## config.mk

```make
export PLATFORM = sky130hd
export DESIGN_NAME = mac_via_flat
export DESIGN_NICKNAME = d
export VERILOG_FILES = /design/src/rtl/mac_via_if.sv /design/src/rtl/mac_via.sv /design/src/flat_wrapper.sv
export SDC_FILE = /design/constraint.sdc
export NUM_CORES = 1
export LEC_CHECK = 0
export CAP_MARGIN = 20
export CORE_MARGIN = 2
export CORE_UTILIZATION = 50
export DETAILED_ROUTE_END_ITERATION = 8
export PLACE_DENSITY = 0.79
export SLEW_MARGIN = 30
export SYNTH_ARGS = -nofsm -noshare
export SYNTH_HDL_FRONTEND = slang
export SYNTH_SLANG_ARGS = --single-unit
```

## constraint.sdc

```tcl
create_clock -name clk -period 2.87 [get_ports clk]
set_clock_uncertainty 0.15 [all_clocks]
set_input_delay 0.287 -clock clk [delete_from_list [all_inputs] [get_ports clk]]
set_output_delay 0.287 -clock clk [all_outputs]
set_load 0.05 [all_outputs]
```

## src/rtl/mac_via_if.sv

```systemverilog
// Peripheral bus between the fx68k glue and the VIA register responder.
// One stb pulse per bus cycle; rw selects read (1) or write (0), dout is registered.
interface mac_via_if;
    logic       stb;
    logic       rw;
    logic [3:0] rs;
    logic [7:0] din;
    logic [7:0] dout;

    modport master (output stb, output rw, output rs, output din, input dout);
    modport slave  (input stb, input rw, input rs, input din, output dout);
endinterface

```

## src/rtl/mac_via.sv

```systemverilog
// Mac 128 VIA (6522 subset): port A/B registers, timers T1/T2, IFR/IER interrupt
// logic with CA1/CA2 edge inputs and a registered active-low interrupt request.
module mac_via #(
    parameter logic [15:0] c_t1_reset = 16'h0000,
    parameter logic [15:0] c_t2_reset = 16'h0000
) (
    input  logic       clk,
    input  logic       reset_n,
    mac_via_if.slave   bus,
    input  logic       e_tick,
    input  logic       ca1,
    input  logic       ca2,
    input  logic [7:0] pa_in,
    input  logic [7:0] pb_in,
    output logic [7:0] pa_out,
    output logic [7:0] pb_out,
    output logic [7:0] pa_oe,
    output logic [7:0] pb_oe,
    output logic       irq_n
);

    localparam logic [6:0] c_ifr_mask = 7'b110_0011;

    logic [7:0]  r_orb, r_ora, r_ddrb, r_ddra, r_sr, r_acr, r_pcr;
    logic [6:0]  r_ifr, r_ier;
    logic [15:0] r_t1c, r_t2c;
    logic [7:0]  r_t1l_l, r_t1l_h, r_t2l;
    logic        r_t1_armed, r_t2_armed;
    logic [7:0]  r_dout;
    logic        r_irq_n;
    logic        r_ca1_s1, r_ca1_s2, r_ca1_d;
    logic        r_ca2_s1, r_ca2_s2, r_ca2_d;

    logic       w_wr, w_rd;
    logic       w_t1_load, w_t2_load;
    logic       w_t1_uf, w_t2_uf;
    logic       w_ca1_edge, w_ca2_edge;
    logic       w_irq;
    logic [6:0] w_ifr_set, w_ifr_clr, w_ifr_next;
    logic [7:0] w_rd_data;

    assign w_wr      = bus.stb & ~bus.rw;
    assign w_rd      = bus.stb & bus.rw;
    assign w_t1_load = w_wr && (bus.rs == 4'h5);
    assign w_t2_load = w_wr && (bus.rs == 4'h9);

    // A reload write on the same edge as a tick wins, so it also suppresses the underflow.
    assign w_t1_uf = e_tick && (r_t1c == 16'h0000) && r_t1_armed && !w_t1_load;
    assign w_t2_uf = e_tick && (r_t2c == 16'h0000) && r_t2_armed && !w_t2_load;

    // Edge polarity: control bit 0 -> falling edge, 1 -> rising edge.
    assign w_ca1_edge = (r_ca1_s2 != r_ca1_d) && (r_ca1_s2 == r_pcr[0]);
    assign w_ca2_edge = (r_ca2_s2 != r_ca2_d) && (r_ca2_s2 == r_pcr[2]);

    assign w_irq = |(r_ifr & r_ier);

    always_comb begin
        w_ifr_set    = 7'h00;
        w_ifr_set[6] = w_t1_uf;
        w_ifr_set[5] = w_t2_uf;
        w_ifr_set[1] = w_ca1_edge;
        w_ifr_set[0] = w_ca2_edge;

        w_ifr_clr = 7'h00;
        if (bus.stb && (bus.rs == 4'h1)) w_ifr_clr[1:0] = 2'b11;
        if (w_t1_load || (w_wr && bus.rs == 4'h7) || (w_rd && bus.rs == 4'h4))
            w_ifr_clr[6] = 1'b1;
        if (w_t2_load || (w_rd && bus.rs == 4'h8))
            w_ifr_clr[5] = 1'b1;
        if (w_wr && bus.rs == 4'hD)
            w_ifr_clr = w_ifr_clr | bus.din[6:0];

        // Sets are applied after clears so a same-edge event keeps its flag.
        w_ifr_next = ((r_ifr & ~w_ifr_clr) | w_ifr_set) & c_ifr_mask;
    end

    always_comb begin
        w_rd_data = 8'h00;
        case (bus.rs)
            4'h0: w_rd_data = (pb_in & ~r_ddrb) | (r_orb & r_ddrb);
            4'h1: w_rd_data = pa_in;
            4'h2: w_rd_data = r_ddrb;
            4'h3: w_rd_data = r_ddra;
            4'h4: w_rd_data = r_t1c[7:0];
            4'h5: w_rd_data = r_t1c[15:8];
            4'h6: w_rd_data = r_t1l_l;
            4'h7: w_rd_data = r_t1l_h;
            4'h8: w_rd_data = r_t2c[7:0];
            4'h9: w_rd_data = r_t2c[15:8];
            4'hA: w_rd_data = r_sr;
            4'hB: w_rd_data = r_acr;
            4'hC: w_rd_data = r_pcr;
            4'hD: w_rd_data = {w_irq, r_ifr};
            4'hE: w_rd_data = {1'b1, r_ier};
            4'hF: w_rd_data = pa_in;
            default: w_rd_data = 8'h00;
        endcase
    end

    always_ff @(posedge clk or negedge reset_n) begin
        if (!reset_n) begin
            r_ca1_s1 <= 1'b0;
            r_ca1_s2 <= 1'b0;
            r_ca1_d  <= 1'b0;
            r_ca2_s1 <= 1'b0;
            r_ca2_s2 <= 1'b0;
            r_ca2_d  <= 1'b0;
        end else begin
            r_ca1_s1 <= ca1;
            r_ca1_s2 <= r_ca1_s1;
            r_ca1_d  <= r_ca1_s2;
            r_ca2_s1 <= ca2;
            r_ca2_s2 <= r_ca2_s1;
            r_ca2_d  <= r_ca2_s2;
        end
    end

    always_ff @(posedge clk or negedge reset_n) begin
        if (!reset_n) begin
            r_orb  <= 8'h00;
            r_ora  <= 8'h00;
            r_ddrb <= 8'h00;
            r_ddra <= 8'h00;
            r_sr   <= 8'h00;
            r_acr  <= 8'h00;
            r_pcr  <= 8'h00;
            r_ier  <= 7'h00;
        end else if (w_wr) begin
            case (bus.rs)
                4'h0: r_orb  <= bus.din;
                4'h1: r_ora  <= bus.din;
                4'h2: r_ddrb <= bus.din;
                4'h3: r_ddra <= bus.din;
                4'hA: r_sr   <= bus.din;
                4'hB: r_acr  <= bus.din;
                4'hC: r_pcr  <= bus.din;
                4'hE: r_ier  <= bus.din[7] ? (r_ier | bus.din[6:0])
                                           : (r_ier & ~bus.din[6:0]);
                4'hF: r_ora  <= bus.din;
                default: ;
            endcase
        end
    end

    always_ff @(posedge clk or negedge reset_n) begin
        if (!reset_n) begin
            r_t1c      <= c_t1_reset;
            r_t1l_l    <= c_t1_reset[7:0];
            r_t1l_h    <= c_t1_reset[15:8];
            r_t1_armed <= 1'b0;
        end else begin
            if (w_wr && (bus.rs == 4'h4 || bus.rs == 4'h6)) r_t1l_l <= bus.din;
            if (w_wr && (bus.rs == 4'h5 || bus.rs == 4'h7)) r_t1l_h <= bus.din;
            if (w_t1_load) begin
                r_t1c      <= {bus.din, r_t1l_l};
                r_t1_armed <= 1'b1;
            end else if (e_tick) begin
                if (r_t1c != 16'h0000) begin
                    r_t1c <= r_t1c - 16'h0001;
                end else if (r_t1_armed && r_acr[6]) begin
                    r_t1c <= {r_t1l_h, r_t1l_l};
                end else begin
                    r_t1c      <= 16'hFFFF;
                    r_t1_armed <= 1'b0;
                end
            end
        end
    end

    always_ff @(posedge clk or negedge reset_n) begin
        if (!reset_n) begin
            r_t2c      <= c_t2_reset;
            r_t2l      <= 8'h00;
            r_t2_armed <= 1'b0;
        end else begin
            if (w_wr && bus.rs == 4'h8) r_t2l <= bus.din;
            if (w_t2_load) begin
                r_t2c      <= {bus.din, r_t2l};
                r_t2_armed <= 1'b1;
            end else if (e_tick) begin
                if (r_t2c != 16'h0000) begin
                    r_t2c <= r_t2c - 16'h0001;
                end else begin
                    r_t2c      <= 16'hFFFF;
                    r_t2_armed <= 1'b0;
                end
            end
        end
    end

    always_ff @(posedge clk or negedge reset_n) begin
        if (!reset_n) begin
            r_ifr   <= 7'h00;
            r_dout  <= 8'h00;
            r_irq_n <= 1'b1;
        end else begin
            r_ifr   <= w_ifr_next;
            r_irq_n <= ~w_irq;
            if (w_rd) r_dout <= w_rd_data;
        end
    end

    assign bus.dout = r_dout;
    assign pa_out   = r_ora;
    assign pb_out   = r_orb;
    assign pa_oe    = r_ddra;
    assign pb_oe    = r_ddrb;
    assign irq_n    = r_irq_n;

endmodule

```

## src/flat_wrapper.sv

```systemverilog
// flat-port wrapper written by rule: the top's interface ports become plain ports
module mac_via_flat 
#(
    parameter logic [15:0] c_t1_reset = 16'h0000,
    parameter logic [15:0] c_t2_reset = 16'h0000
)
  (clk, reset_n, e_tick, ca1, ca2, pa_in, pb_in, pa_out, pb_out, pa_oe, pb_oe, irq_n, bus_stb, bus_rw, bus_rs, bus_din, bus_dout);
  mac_via_if bus_i ();
  input  logic clk;
  input  logic reset_n;
  input  logic e_tick;
  input  logic ca1;
  input  logic ca2;
  input  logic [7:0] pa_in;
  input  logic [7:0] pb_in;
  output logic [7:0] pa_out;
  output logic [7:0] pb_out;
  output logic [7:0] pa_oe;
  output logic [7:0] pb_oe;
  output logic irq_n;
  input wire logic [$bits(bus_i.stb)-1:0] bus_stb;
  input wire logic [$bits(bus_i.rw)-1:0] bus_rw;
  input wire logic [$bits(bus_i.rs)-1:0] bus_rs;
  input wire logic [$bits(bus_i.din)-1:0] bus_din;
  output wire logic [$bits(bus_i.dout)-1:0] bus_dout;
  assign bus_i.stb = bus_stb;
  assign bus_i.rw = bus_rw;
  assign bus_i.rs = bus_rs;
  assign bus_i.din = bus_din;
  assign bus_dout = bus_i.dout;
  mac_via #(.c_t1_reset(c_t1_reset), .c_t2_reset(c_t2_reset)) u_core (.clk(clk), .reset_n(reset_n), .bus(bus_i), .e_tick(e_tick), .ca1(ca1), .ca2(ca2), .pa_in(pa_in), .pb_in(pb_in), .pa_out(pa_out), .pb_out(pb_out), .pa_oe(pa_oe), .pb_oe(pb_oe), .irq_n(irq_n));
endmodule
```

==> load_flow_metrics.sql <==
INSERT INTO impl_metrics (metric_group, metric, value, unit) VALUES
('run_status', 'run_status', 'complete, no violations', ''),
('floorplanning', 'die_height', '129', 'um'),
('drt', 'routedWlPerCell', '23.7', 'um'),
('cts', 'clock_insertion_delay_worst_skew', '0.44', 'ns'),
('drt', 'first_pass_iters', '6', ''),
('sta', 'timing.final.setup_violations', '0', ''),
('sta', 'hold_viol', '0', ''),
('critical_path', 'crit_slowest_cell', 'sky130_fd_sc_hd__dfrtp_1', ''),
('drt', 'total_vias_in_the_final_route', '6908', ''),
('sta', 'final_sum_of_negative_setup_slack', '0', 'ns'),
('logic_synthesis', 'async_reset_ff_share', '100', '%'),
('logic_synthesis', 'synth.ff_latch_count', '140', ''),
('cts', 'post_cts_resized', '0', ''),
('logic_synthesis', 'yosysSeqAreaShare', '45.1', '%'),
('final_layout', 'syn2layout_area_growth', '21.8', '%'),
('cts', 'cts_inserted_buffers', '17', ''),
('critical_path', 'cpPeakStageDelay', '0.47', 'ns'),
('global_route', 'grt_start_max_net_pins', '67', ''),
('logic_synthesis', 'synth_cell_type_count', '78', ''),
('global_route', 'first_global_vias', '6679', ''),
('power_and_ir_drop', 'p_per_area', '783', 'nW/um^2'),
('critical_path', 'worst-path-max-fanout', '7', ''),
('final_layout', 'nets', '873', ''),
('logic_synthesis', 'ys.warnings.count', '0', ''),
('drt', 'route.detailed.vias_per_inst', '6.67', ''),
('critical_path', 'critical_path_rt', '3.06', 'ns'),
('critical_path', 'setup.worst_path.class', 'reg -> reg', ''),
('floorplanning', 'num_io_pins', '76', ''),
('critical_path', 'cells_traversed_along_the_worst_timing_path', 'inv_1 -> ha_1 -> nor2b_1 -> nand4b_2 -> nor2_2 -> nor3_1 -> o41ai_2', ''),
('cts', 'post-cts-setup-buffer-count', '0', ''),
('global_route', 'grt_overflow', '0', ''),
('sta', 'clock.fmax', '426', 'MHz'),
('cts', 'clkSinkCount', '140', ''),
('floorplanning', 'initial_core_util', '51.1', '%'),
('cts', 'path_clk_slew', '0.06', 'ns'),
('placement', 'place.detailed.hpwl', '17100', 'um'),
('final_layout', 'final_layout_size_suffix_gt1_share', '21.7', '%'),
('critical_path', 'cp.buffers_inverters', '1', ''),
('logic_synthesis', 'synthMostInstantiatedCell', 'sky130_fd_sc_hd__dfrtp_1', ''),
('floorplanning', 'die_w', '129', 'um'),
('cts', 'cts.root.buffer_cell', 'sky130_fd_sc_hd__clkbuf_16', ''),
('cts', 'clock_tree.buffer_depth', '2', ''),
('power_and_ir_drop', 'vdd_ir_drop_max', '494', 'uV'),
('critical_path', 'critPathTopFamily', 'simple AND/OR/NAND/NOR gates', ''),
('sta', 'min_period_over_period', '81.7', '%'),
('run', 'cap_violations', '0', ''),
('placement', 'placer_s_final_routability_congestion_estimate', '1.01', ''),
('final_layout', 'fillers', '1240', ''),
('logic_synthesis', 'netlist.top_cell.by_area', 'sky130_fd_sc_hd__dfrtp_1', ''),
('power_and_ir_drop', 'total_leakage_power', '3.97', 'nW'),
('sta', 'final-max-slew-violation-count', '0', ''),
('logic_synthesis', 'synth_enable_flop_cells', '0', ''),
('logic_synthesis', 'synthesis.instances', '755', ''),
('min_path', 'worst_hold_path_type', 'in -> reg', ''),
('logic_synthesis', 'synth.net_count', '794', ''),
('logic_synthesis', 'ys.flop_type', 'sky130_fd_sc_hd__dfrtp_1', ''),
('global_route', 'grtUsageTotal', '30.8', '%'),
('cts', 'tritoncts', 'done', ''),
('placement', 'numPortBuffers', '75', ''),
('drt', 'drt-total-wl', '24600', 'um'),
('floorplanning', 'full_die_area', '16600', 'um^2'),
('critical_path', 'worst_ep_arrival_time', '2.53', 'ns'),
('drt', 'drcViolationCount', '0', ''),
('floorplanning', 'placementRows', '45', ''),
('floorplanning', 'design.core.area', '15200', 'um^2'),
('logic_synthesis', 'yosysTopAreaCellShare', '44.8', '%'),
('sta', 'worst-slew-pin-transition', '0.864', 'ns'),
('final_layout', 'n_antenna_cell', '0', ''),
('logic_synthesis', 'netlist_top_cells_area', 'sky130_fd_sc_hd__dfrtp_1, sky130_fd_sc_hd__mux2_2, sky130_fd_sc_hd__nand2_1', ''),
('sta', 'fin_worst_hold_slack', '0.144', 'ns'),
('sta', 'worst_slew_margin_rel', '42.2', '%');
sequential cells by signal, summed over array words and instances (netlist names), named ones only:
name               count
u_core.irq_n           1
u_core.r_ca2_s2        1
u_core.r_ca1_d         1
u_core.bus.dout        8
u_core.r_ca2_d         1
u_core.pb_oe           8
u_core.r_pcr           8
u_core.r_ca1_s1        1
u_core.r_t2c          16
u_core.pa_out          8
u_core.pb_out          8
u_core.r_ca2_s1        1
u_core.r_t2l           8
u_core.r_t1c          16
u_core.r_ca1_s2        1
u_core.r_t1_armed      1
u_core.r_t1l_h         8
u_core.r_acr           8
u_core.r_sr            8
u_core.r_t1l_l         8
u_core.r_t2_armed      1
u_core.r_ifr           4
u_core.pa_oe           8
worst register-to-register path, cell delays in order, from the launching register on:
cell	delay, ns
sky130_fd_sc_hd__dfrtp_1	0.47
sky130_fd_sc_hd__inv_1	0.16
sky130_fd_sc_hd__ha_1	0.17
sky130_fd_sc_hd__nor2b_1	0.26
sky130_fd_sc_hd__nand4b_2	0.26
sky130_fd_sc_hd__nor2_2	0.36
sky130_fd_sc_hd__nor3_1	0.11
sky130_fd_sc_hd__o41ai_2	0.30
worst paths after layout:
| path | startpoint | to | cells after the start |
|---|---|---|---|
| worst min register to register | u_core.r_ca1_s1 | u_core.r_ca1_s2 | 0 |
| min in group asynchronous | reset_n | u_core.pb_out[2] | 2 |
| worst min-delay path | ca1 | u_core.r_ca1_s1 | 1 |
| max in group asynchronous | reset_n | u_core.r_t2c[3] | 3 |
| worst max register to register | u_core.r_t2c[1] | u_core.r_t2c[6] | 7 |
| worst max-delay path | u_core.r_t2c[1] | u_core.r_t2c[6] | 7 |
layer usage:
metal	wire (um)	part of all wire [%]	vias up	global-route usage, %
li1	-	-	2996	-
met1	10200	41	3486	42.7
met2	11400	47	358	47.8
met3	2160	8.8	68	6.57
met4	811	3.3	0	12.0
met5	0	0	-	0
where the power goes:
| part | internal (W) | switching, W |
|---|---|---|
| logic | 0.000881 | 0.00124 |
| clock network | 0.00142 | 0.000886 |
| registers | 0.00242 | 0.000567 |
area by class of cell:
cell class	instances	area, um^2	area share, %
multi-input cells	553	4000	42.2
repair buffers	106	1050	11.1
well taps	188	235	2.49
clock inverters	12	160	1.69
clock buffers	20	457	4.83
inverters	16	60.1	0.635
flip-flops and latches	140	3500	37.0
through the flow:
| stage | power, W | utilization (%) | setup slack (ns) | std cells | instance area (um^2) |
|---|---|---|---|---|---|
| floorplan | 0.00423 | - | 0.885 | 755 | 7770 |
| global placement | 0.00500 | 58.1 | 0.271 | 1002 | 8840 |
| detailed placement | 0.00507 | 58.1 | 0.204 | 1002 | 8840 |
| CTS | 0.00737 | 62.2 | 0.555 | 1035 | 9460 |
| global route | 0.00770 | 62.2 | 0.386 | 1035 | 9460 |
| finish | 0.00741 | 62.2 | 0.524 | 1035 | 9460 |
placed cells by master, fill, tap and decap left out, types with 4 or more instances in the layout:
master,instances
sky130_fd_sc_hd__nand3_1,28
sky130_fd_sc_hd__nand2b_1,8
sky130_fd_sc_hd__a32oi_1,6
sky130_fd_sc_hd__and2_1,6
sky130_fd_sc_hd__nand4_1,5
sky130_fd_sc_hd__a31oi_1,11
sky130_fd_sc_hd__nand2_1,75
sky130_fd_sc_hd__mux2i_1,26
sky130_fd_sc_hd__mux2_2,96
sky130_fd_sc_hd__nor2b_1,15
sky130_fd_sc_hd__nor3_2,4
sky130_fd_sc_hd__a21oi_1,43
sky130_fd_sc_hd__o31ai_1,7
sky130_fd_sc_hd__inv_1,16
sky130_fd_sc_hd__a211oi_1,5
sky130_fd_sc_hd__o22a_1,6
sky130_fd_sc_hd__a22o_1,6
sky130_fd_sc_hd__o22ai_1,9
sky130_fd_sc_hd__buf_12,5
sky130_fd_sc_hd__nor3_1,16
sky130_fd_sc_hd__o21ai_0,28
sky130_fd_sc_hd__o211ai_1,6
sky130_fd_sc_hd__ha_1,4
sky130_fd_sc_hd__a311oi_1,7
sky130_fd_sc_hd__buf_4,25
sky130_fd_sc_hd__and3_1,4
sky130_fd_sc_hd__a221oi_1,4
sky130_fd_sc_hd__a22oi_1,14
sky130_fd_sc_hd__nor3b_1,4
sky130_fd_sc_hd__clkbuf_16,17
sky130_fd_sc_hd__nor2_1,41
sky130_fd_sc_hd__or3_1,4
sky130_fd_sc_hd__clkdlybuf4s50_1,74
sky130_fd_sc_hd__dfrtp_1,139
cells by family after synthesis:
group                    Yosys count  share of synthesized area, %
AND/OR/NAND/NOR                  239                          16.6
AO/OA/AOI/OAI                    187                          16.7
flip-flops                       140                          45.1
multiplexers                     122                          17.3
buffers and inverters             62                          3.51
adder cells (fa/ha/maj)            4                         0.644
XOR/XNOR                           1                         0.113
Power figures use the tool's default switching activity.
